--- src/rtl/drum_step_sequencer_if.sv ---
// rtl/drum_step_sequencer_if.sv - control, pattern-edit and trigger signals of the drum step sequencer
// loop_last exists only when DRUM_SEQ_LOOP_LEN_EN is defined.
interface drum_step_sequencer_if #(
    parameter int NUM_VOICES = 4,
    parameter int STEP_W     = 4
);
    logic                  step_tick;
    logic                  play;
    logic                  stop;
    logic                  wr_en;
    logic [1:0]            wr_voice;
    logic [STEP_W-1:0]     wr_step;
    logic                  wr_val;
    logic                  clear_all;
    logic [NUM_VOICES-1:0] trig;
    logic [STEP_W-1:0]     step_idx;
    logic                  playing;
`ifdef DRUM_SEQ_LOOP_LEN_EN
    logic [STEP_W-1:0]     loop_last;
`endif

    modport master (
`ifdef DRUM_SEQ_LOOP_LEN_EN
        output loop_last,
`endif
        output step_tick, play, stop, wr_en, wr_voice, wr_step, wr_val, clear_all,
        input  trig, step_idx, playing
    );

    modport slave (
`ifdef DRUM_SEQ_LOOP_LEN_EN
        input  loop_last,
`endif
        input  step_tick, play, stop, wr_en, wr_voice, wr_step, wr_val, clear_all,
        output trig, step_idx, playing
    );
endinterface

--- src/rtl/drum_step_sequencer.sv ---
// rtl/drum_step_sequencer.sv - pattern-driven drum step sequencer with per-voice trigger pulses
// Optional DRUM_SEQ_LOOP_LEN_EN adds a programmable loop end (loop_last).
module drum_step_sequencer #(
    parameter int NUM_VOICES  = 4,
    parameter int STEP_W      = 4,
    parameter int TRIG_CYCLES = 50000,
    parameter int CNT_W       = 16
) (
    input  logic                 clk,
    input  logic                 reset,
    drum_step_sequencer_if.slave bus
);
    localparam int NUM_STEPS = 1 << STEP_W;

    typedef enum logic [1:0] {IDLE, ARMED, RUN} state_t;

    state_t                state;
    logic [NUM_STEPS-1:0]  pattern [NUM_VOICES];
    logic [CNT_W-1:0]      trig_cnt [NUM_VOICES];
    logic [NUM_VOICES-1:0] trig_q;
    logic [STEP_W-1:0]     step_q;
    logic                  playing_q;
    logic [STEP_W-1:0]     next_step;
    logic [STEP_W-1:0]     fire_col;
    logic                  fire;

    always_comb begin
        next_step = '0;
`ifdef DRUM_SEQ_LOOP_LEN_EN
        // >= so that lowering loop_last below the current step still returns to 0
        next_step = (step_q >= bus.loop_last) ? '0 : step_q + 1'b1;
`else
        next_step = step_q + 1'b1;
`endif
        fire     = bus.step_tick && !bus.stop && (state != IDLE);
        fire_col = (state == ARMED) ? '0 : next_step;
    end

    always_ff @(posedge clk) begin
        if (reset) begin
            state     <= IDLE;
            step_q    <= '0;
            trig_q    <= '0;
            playing_q <= 1'b0;
            for (int v = 0; v < NUM_VOICES; v++) begin
                trig_cnt[v] <= '0;
                pattern[v]  <= '0;
            end
        end else begin
            // Pattern reads below see the pre-write value, so an edit to the firing column lands next visit
            if (bus.clear_all) begin
                for (int v = 0; v < NUM_VOICES; v++)
                    pattern[v] <= '0;
            end else if (bus.wr_en) begin
                for (int v = 0; v < NUM_VOICES; v++)
                    if (int'(bus.wr_voice) == v)
                        pattern[v][bus.wr_step] <= bus.wr_val;
            end

            if (bus.stop) begin
                trig_q <= '0;
                for (int v = 0; v < NUM_VOICES; v++)
                    trig_cnt[v] <= '0;
            end else begin
                for (int v = 0; v < NUM_VOICES; v++) begin
                    if (fire && pattern[v][fire_col]) begin
                        trig_cnt[v] <= CNT_W'(TRIG_CYCLES);
                        trig_q[v]   <= 1'b1;
                    end else if (trig_cnt[v] != '0) begin
                        trig_cnt[v] <= trig_cnt[v] - 1'b1;
                        trig_q[v]   <= (trig_cnt[v] != CNT_W'(1));
                    end
                end
            end

            case (state)
                IDLE: begin
                    if (bus.play && !bus.stop) begin
                        state     <= ARMED;
                        step_q    <= '0;
                        playing_q <= 1'b1;
                    end
                end
                ARMED: begin
                    if (bus.stop) begin
                        state     <= IDLE;
                        step_q    <= '0;
                        playing_q <= 1'b0;
                    end else if (bus.step_tick) begin
                        state <= RUN;
                    end
                end
                RUN: begin
                    if (bus.stop) begin
                        state     <= IDLE;
                        step_q    <= '0;
                        playing_q <= 1'b0;
                    end else if (bus.step_tick) begin
                        step_q <= next_step;
                    end
                end
                default: begin
                    state     <= IDLE;
                    step_q    <= '0;
                    playing_q <= 1'b0;
                end
            endcase
        end
    end

    assign bus.trig     = trig_q;
    assign bus.step_idx = step_q;
    assign bus.playing  = playing_q;
endmodule

--- src/flat_wrapper.sv ---
// flat-port wrapper written by rule: the top's interface ports become plain ports
module drum_step_sequencer_flat 
#(
    parameter int NUM_VOICES  = 4,
    parameter int STEP_W      = 4,
    parameter int TRIG_CYCLES = 50000,
    parameter int CNT_W       = 16
)
  (clk, reset, bus_step_tick, bus_play, bus_stop, bus_wr_en, bus_wr_voice, bus_wr_step, bus_wr_val, bus_clear_all, bus_trig, bus_step_idx, bus_playing);
  drum_step_sequencer_if #(.NUM_VOICES(NUM_VOICES), .STEP_W(STEP_W)) bus_i ();
  input  logic clk;
  input  logic reset;
  input wire logic [$bits(bus_i.step_tick)-1:0] bus_step_tick;
  input wire logic [$bits(bus_i.play)-1:0] bus_play;
  input wire logic [$bits(bus_i.stop)-1:0] bus_stop;
  input wire logic [$bits(bus_i.wr_en)-1:0] bus_wr_en;
  input wire logic [$bits(bus_i.wr_voice)-1:0] bus_wr_voice;
  input wire logic [$bits(bus_i.wr_step)-1:0] bus_wr_step;
  input wire logic [$bits(bus_i.wr_val)-1:0] bus_wr_val;
  input wire logic [$bits(bus_i.clear_all)-1:0] bus_clear_all;
  output wire logic [$bits(bus_i.trig)-1:0] bus_trig;
  output wire logic [$bits(bus_i.step_idx)-1:0] bus_step_idx;
  output wire logic [$bits(bus_i.playing)-1:0] bus_playing;
  assign bus_i.step_tick = bus_step_tick;
  assign bus_i.play = bus_play;
  assign bus_i.stop = bus_stop;
  assign bus_i.wr_en = bus_wr_en;
  assign bus_i.wr_voice = bus_wr_voice;
  assign bus_i.wr_step = bus_wr_step;
  assign bus_i.wr_val = bus_wr_val;
  assign bus_i.clear_all = bus_clear_all;
  assign bus_trig = bus_i.trig;
  assign bus_step_idx = bus_i.step_idx;
  assign bus_playing = bus_i.playing;
  drum_step_sequencer #(.NUM_VOICES(NUM_VOICES), .STEP_W(STEP_W), .TRIG_CYCLES(TRIG_CYCLES), .CNT_W(CNT_W)) u_core (.clk(clk), .reset(reset), .bus(bus_i));
endmodule
--- config.mk ---
export PLATFORM = sky130hd
export DESIGN_NAME = drum_step_sequencer_flat
export DESIGN_NICKNAME = d
export VERILOG_FILES = /design/src/rtl/drum_step_sequencer_if.sv /design/src/rtl/drum_step_sequencer.sv /design/src/flat_wrapper.sv
export SDC_FILE = /design/constraint.sdc
export NUM_CORES = 1
export LEC_CHECK = 0
export ABC_AREA = 1
export BUFFER_PORTS_ARGS = -buffer_cell sky130_fd_sc_hd__clkbuf_2
export CAP_MARGIN = 20
export CORE_ASPECT_RATIO = 1.4
export CORE_MARGIN = 2
export CORE_UTILIZATION = 50
export CTS_BUF_LIST = sky130_fd_sc_hd__clkbuf_8
export DETAILED_ROUTE_END_ITERATION = 8
export PLACE_DENSITY = 0.66
export SLEW_MARGIN = 25
export SYNTH_ARGS = -nofsm -noshare
export SYNTH_HDL_FRONTEND = slang
export SYNTH_SLANG_ARGS = --single-unit
--- constraint.sdc ---
create_clock -name clk -period 2.9 [get_ports clk]
set_input_delay 0.435 -clock clk [delete_from_list [all_inputs] [get_ports clk]]
set_output_delay 0.435 -clock clk [all_outputs]
set_load 0.02 [all_outputs]
==> out/qor.csv <==
metric;value;unit
max_clock_freq;392;MHz
finalSetupTns;0;ps
critPathMaxFanout;17;
slew_violations;0;
layout_commonest_cell;nand2_1;
p_comb_frac;0.399;
worstSetupStartpoint;u_core.bus.step_idx[0]$_SDFFE_PP0P_;
relSlewSlack;0.520;
power.share.clock;0.198;
min_from;bus_wr_val;
internal_power;4.07;mW
wl_per_cell;14.8;um
die-area;16500;um2
vias;6364;
final_cell_mix;nand2_1 (184), nor2_1 (164), inv_1 (107);
drv_cap;0;
numCtsBuffers;17;
fin_crit;2550;ps
io_buffer_count;22;
drtAntennaViolNets;0;
drt_iter0_drc;401;
die_x;109;um
ys_types;38;
n_fill_cell;1437;
grt_max_degree;52;
vias_per_cell;5.32;
pin_count;23;
htreeDepth;4;
clk_pin_slew;90;ps
diodes;0;
yosysWarnings;0;
cp-start-kind;flip-flop;
synth_edf_count;96;
hold-path-cell-count;3;
cts_tree;yes;
grt_pass1_wl;29300;um
worstPathArrival;2750;ps
grt_usage;0.229;
die_h;151;um
p_total;7.00;mW
ff2ff_path_depth;12;
totalWireLength;17800;um
worst_ir_drop_vdd;476;uV
seq_area_frac_synth;0.485;
drive_gt1_frac;0.0975;
clock_path_buffers;2;
timing.rr.end;u_core.trig_cnt[3][9]$_SDFFCE_PN0P_;
first_global_vias;6147;
post-place-ws;354;ps
clock_latency;450;ps
syn_nets;994;
cts_num_sinks;139;
hp-class;in2reg;
p_switching;2.93;mW
synth_area_per_cell;7.98;um2
ctsHoldBuffers;0;
ys_async_sr_fraction;0;
ys.flop_type;edfxtp_1;
r2r_slack;350;ps
route.detailed.drc;0;
end_kind;flip-flop;
rsz0062_at_grt;no;
total_leakage_power;3.38;nW
core;15100;um2
min_to;u_core.pattern[2][5]$_SDFFE_PP0P_;
ys_ff_latch;139;
regToRegStartpoint;u_core.bus.step_idx[0]$_SDFFE_PP0P_;
crit_required;3100;ps
hold_viol_final;0;
cts_setup_buffers;0;
worst_slew_pin_slew;719;ps
outcome;finished, final reports clean;
area_delta_synth_final;7.94;%
path_class;reg2reg;
multi_input_area;3370;um2
gr-total-overflow;0;
antenna_found_initial;0;
synth_area;7720;um2
p_per_area;839;nW/um2
finClkSkew;14.8;ps
gp_congestion;0.869;
dr.pass1.iters;7;
setup_viol;0;
p_seq_frac;0.403;
finalCritPeriodShare;0.879;
postSynthCellCount;968;
cts_resized;0;
nets;1018;
rows;53;
swShare;0.418;
layout_setup_ws;351;ps
floorplan.initialDensity;0.513;
layout.area.seq;3740;um2
hpwl;13100;um
finalCoreUtilization;0.554;
cts-root-buf;clkbuf_8;
state kept, by name, indices dropped and copies added (netlist names):
name	cells
u_core.state	2
u_core.bus.trig	4
u_core.pattern	64
u_core.trig_cnt	64
u_core.bus.playing	1
u_core.bus.step_idx	4
power groups by stage:
stage,Clock (mW),Sequential [mW],Combinational (mW)
after floorplan,0,2.82,2.25
after global placement,0,2.85,2.78
after detailed placement,0,2.86,2.79
after CTS,1.41,2.82,2.81
after global routing,1.48,2.87,3.19
final,1.38,2.82,2.79
metal layers:
| metal | vias up | track usage | wire length, um |
|---|---|---|---|
| li1 | 3285 | - | - |
| met4 | 0 | 0.109 | 616 |
| met3 | 40 | 0.0344 | 479 |
| met5 | - | 0 | 0 |
| met2 | 112 | 0.410 | 9100 |
| met1 | 2927 | 0.265 | 7580 |
how the worst max path moves through the flow:
stage,slack (ps),end,depth (start not counted)
6_report,350,u_core.trig_cnt[3][9]$_SDFFCE_PN0P_,12
5_1_grt,60,u_core.trig_cnt[3][15]$_SDFFCE_PN0P_,12
4_1_cts,350,u_core.trig_cnt[3][9]$_SDFFCE_PN0P_,12
3_5_place_dp,350,u_core.trig_cnt[3][8]$_SDFFCE_PN0P_,13
3_3_place_gp,440,u_core.trig_cnt[3][6]$_SDFFCE_PN0P_,13
2_1_floorplan,320,u_core.trig_cnt[2][0]$_SDFFCE_PP0P_,12
stage by stage:
| stage | hold WS, ps | cells | cell area, um2 |
|---|---|---|---|
| 2_1_floorplan | 445 | 968 | 7720 |
| 3_5_place_dp | 457 | 1165 | 8000 |
| 6_report | 251 | 1197 | 8340 |
| 4_1_cts | 238 | 1197 | 8340 |
| 5_1_grt | 269 | 1197 | 8340 |
| 3_3_place_gp | 453 | 1165 | 8000 |
cells in the mapped netlist (2+ instances only):
library cell  instances  area [um2]
a21oi_2               3        26.3
nand3_1              80         400
a21oi_1              44         220
buf_4                 4        30.0
or2_2                 4        25.0
inv_1               106         398
xor2_1               20         175
ha_1                 12         150
clkbuf_1             19        71.3
a31oi_1               3        18.8
edfxtp_1             96        2880
nor2_2                4        25.0
dfxtp_1              43         861
nand3_2               5        50.1
nor3b_1               2        15.0
nor2_1              164         616
o21ai_0              57         285
clkinv_1              3        11.3
a211oi_1             15         113
xnor2_1               6        52.6
nand2_1             184         691
nand4_1              14        87.6
nor3_1               44         220
o2111ai_1             3        26.3
o31ai_1               6        45.0
inv_2                 3        11.3
nor4_2                2        25.0
buf_2                 3        15.0
buf_6                 7        78.8
nand2_2               4        25.0
critical path, cell delays in order, from the launching register on:
cell and delay [ps]:
dfxtp_1 520, ha_1 220, inv_1 40, nand2_1 90, nand3_2 180, inv_1 260
nand3_1 120, nand3_1 110, nand3_2 150, nand3_2 300, o21ai_2 150, o21ai_0 110
inv_1 50
cells by family (layout without fill, tap and decap cells):
| kind of cell | count (synthesis) | count (layout) | share of synthesized area |
|---|---|---|---|
| fa+ha+maj | 12 | 12 | 0.0194 |
| flops | 139 | 139 | 0.485 |
| buf+inv | 145 | 182 | 0.0797 |
| xor+xnor | 26 | 26 | 0.0295 |
| compound gates | 135 | 135 | 0.0991 |
| simple gates | 511 | 511 | 0.288 |
cell type report:
cell class                      instances  area share
Multi-Input combinational cell        684       0.404
Tap cell                              192      0.0288
Timing Repair Buffer                   38      0.0276
Clock inverter                         15      0.0125
Sequential cell                       139       0.449
Inverter                              112      0.0504
Clock buffer                           17      0.0281
Note: power is estimated with default switching activity, not from simulation.
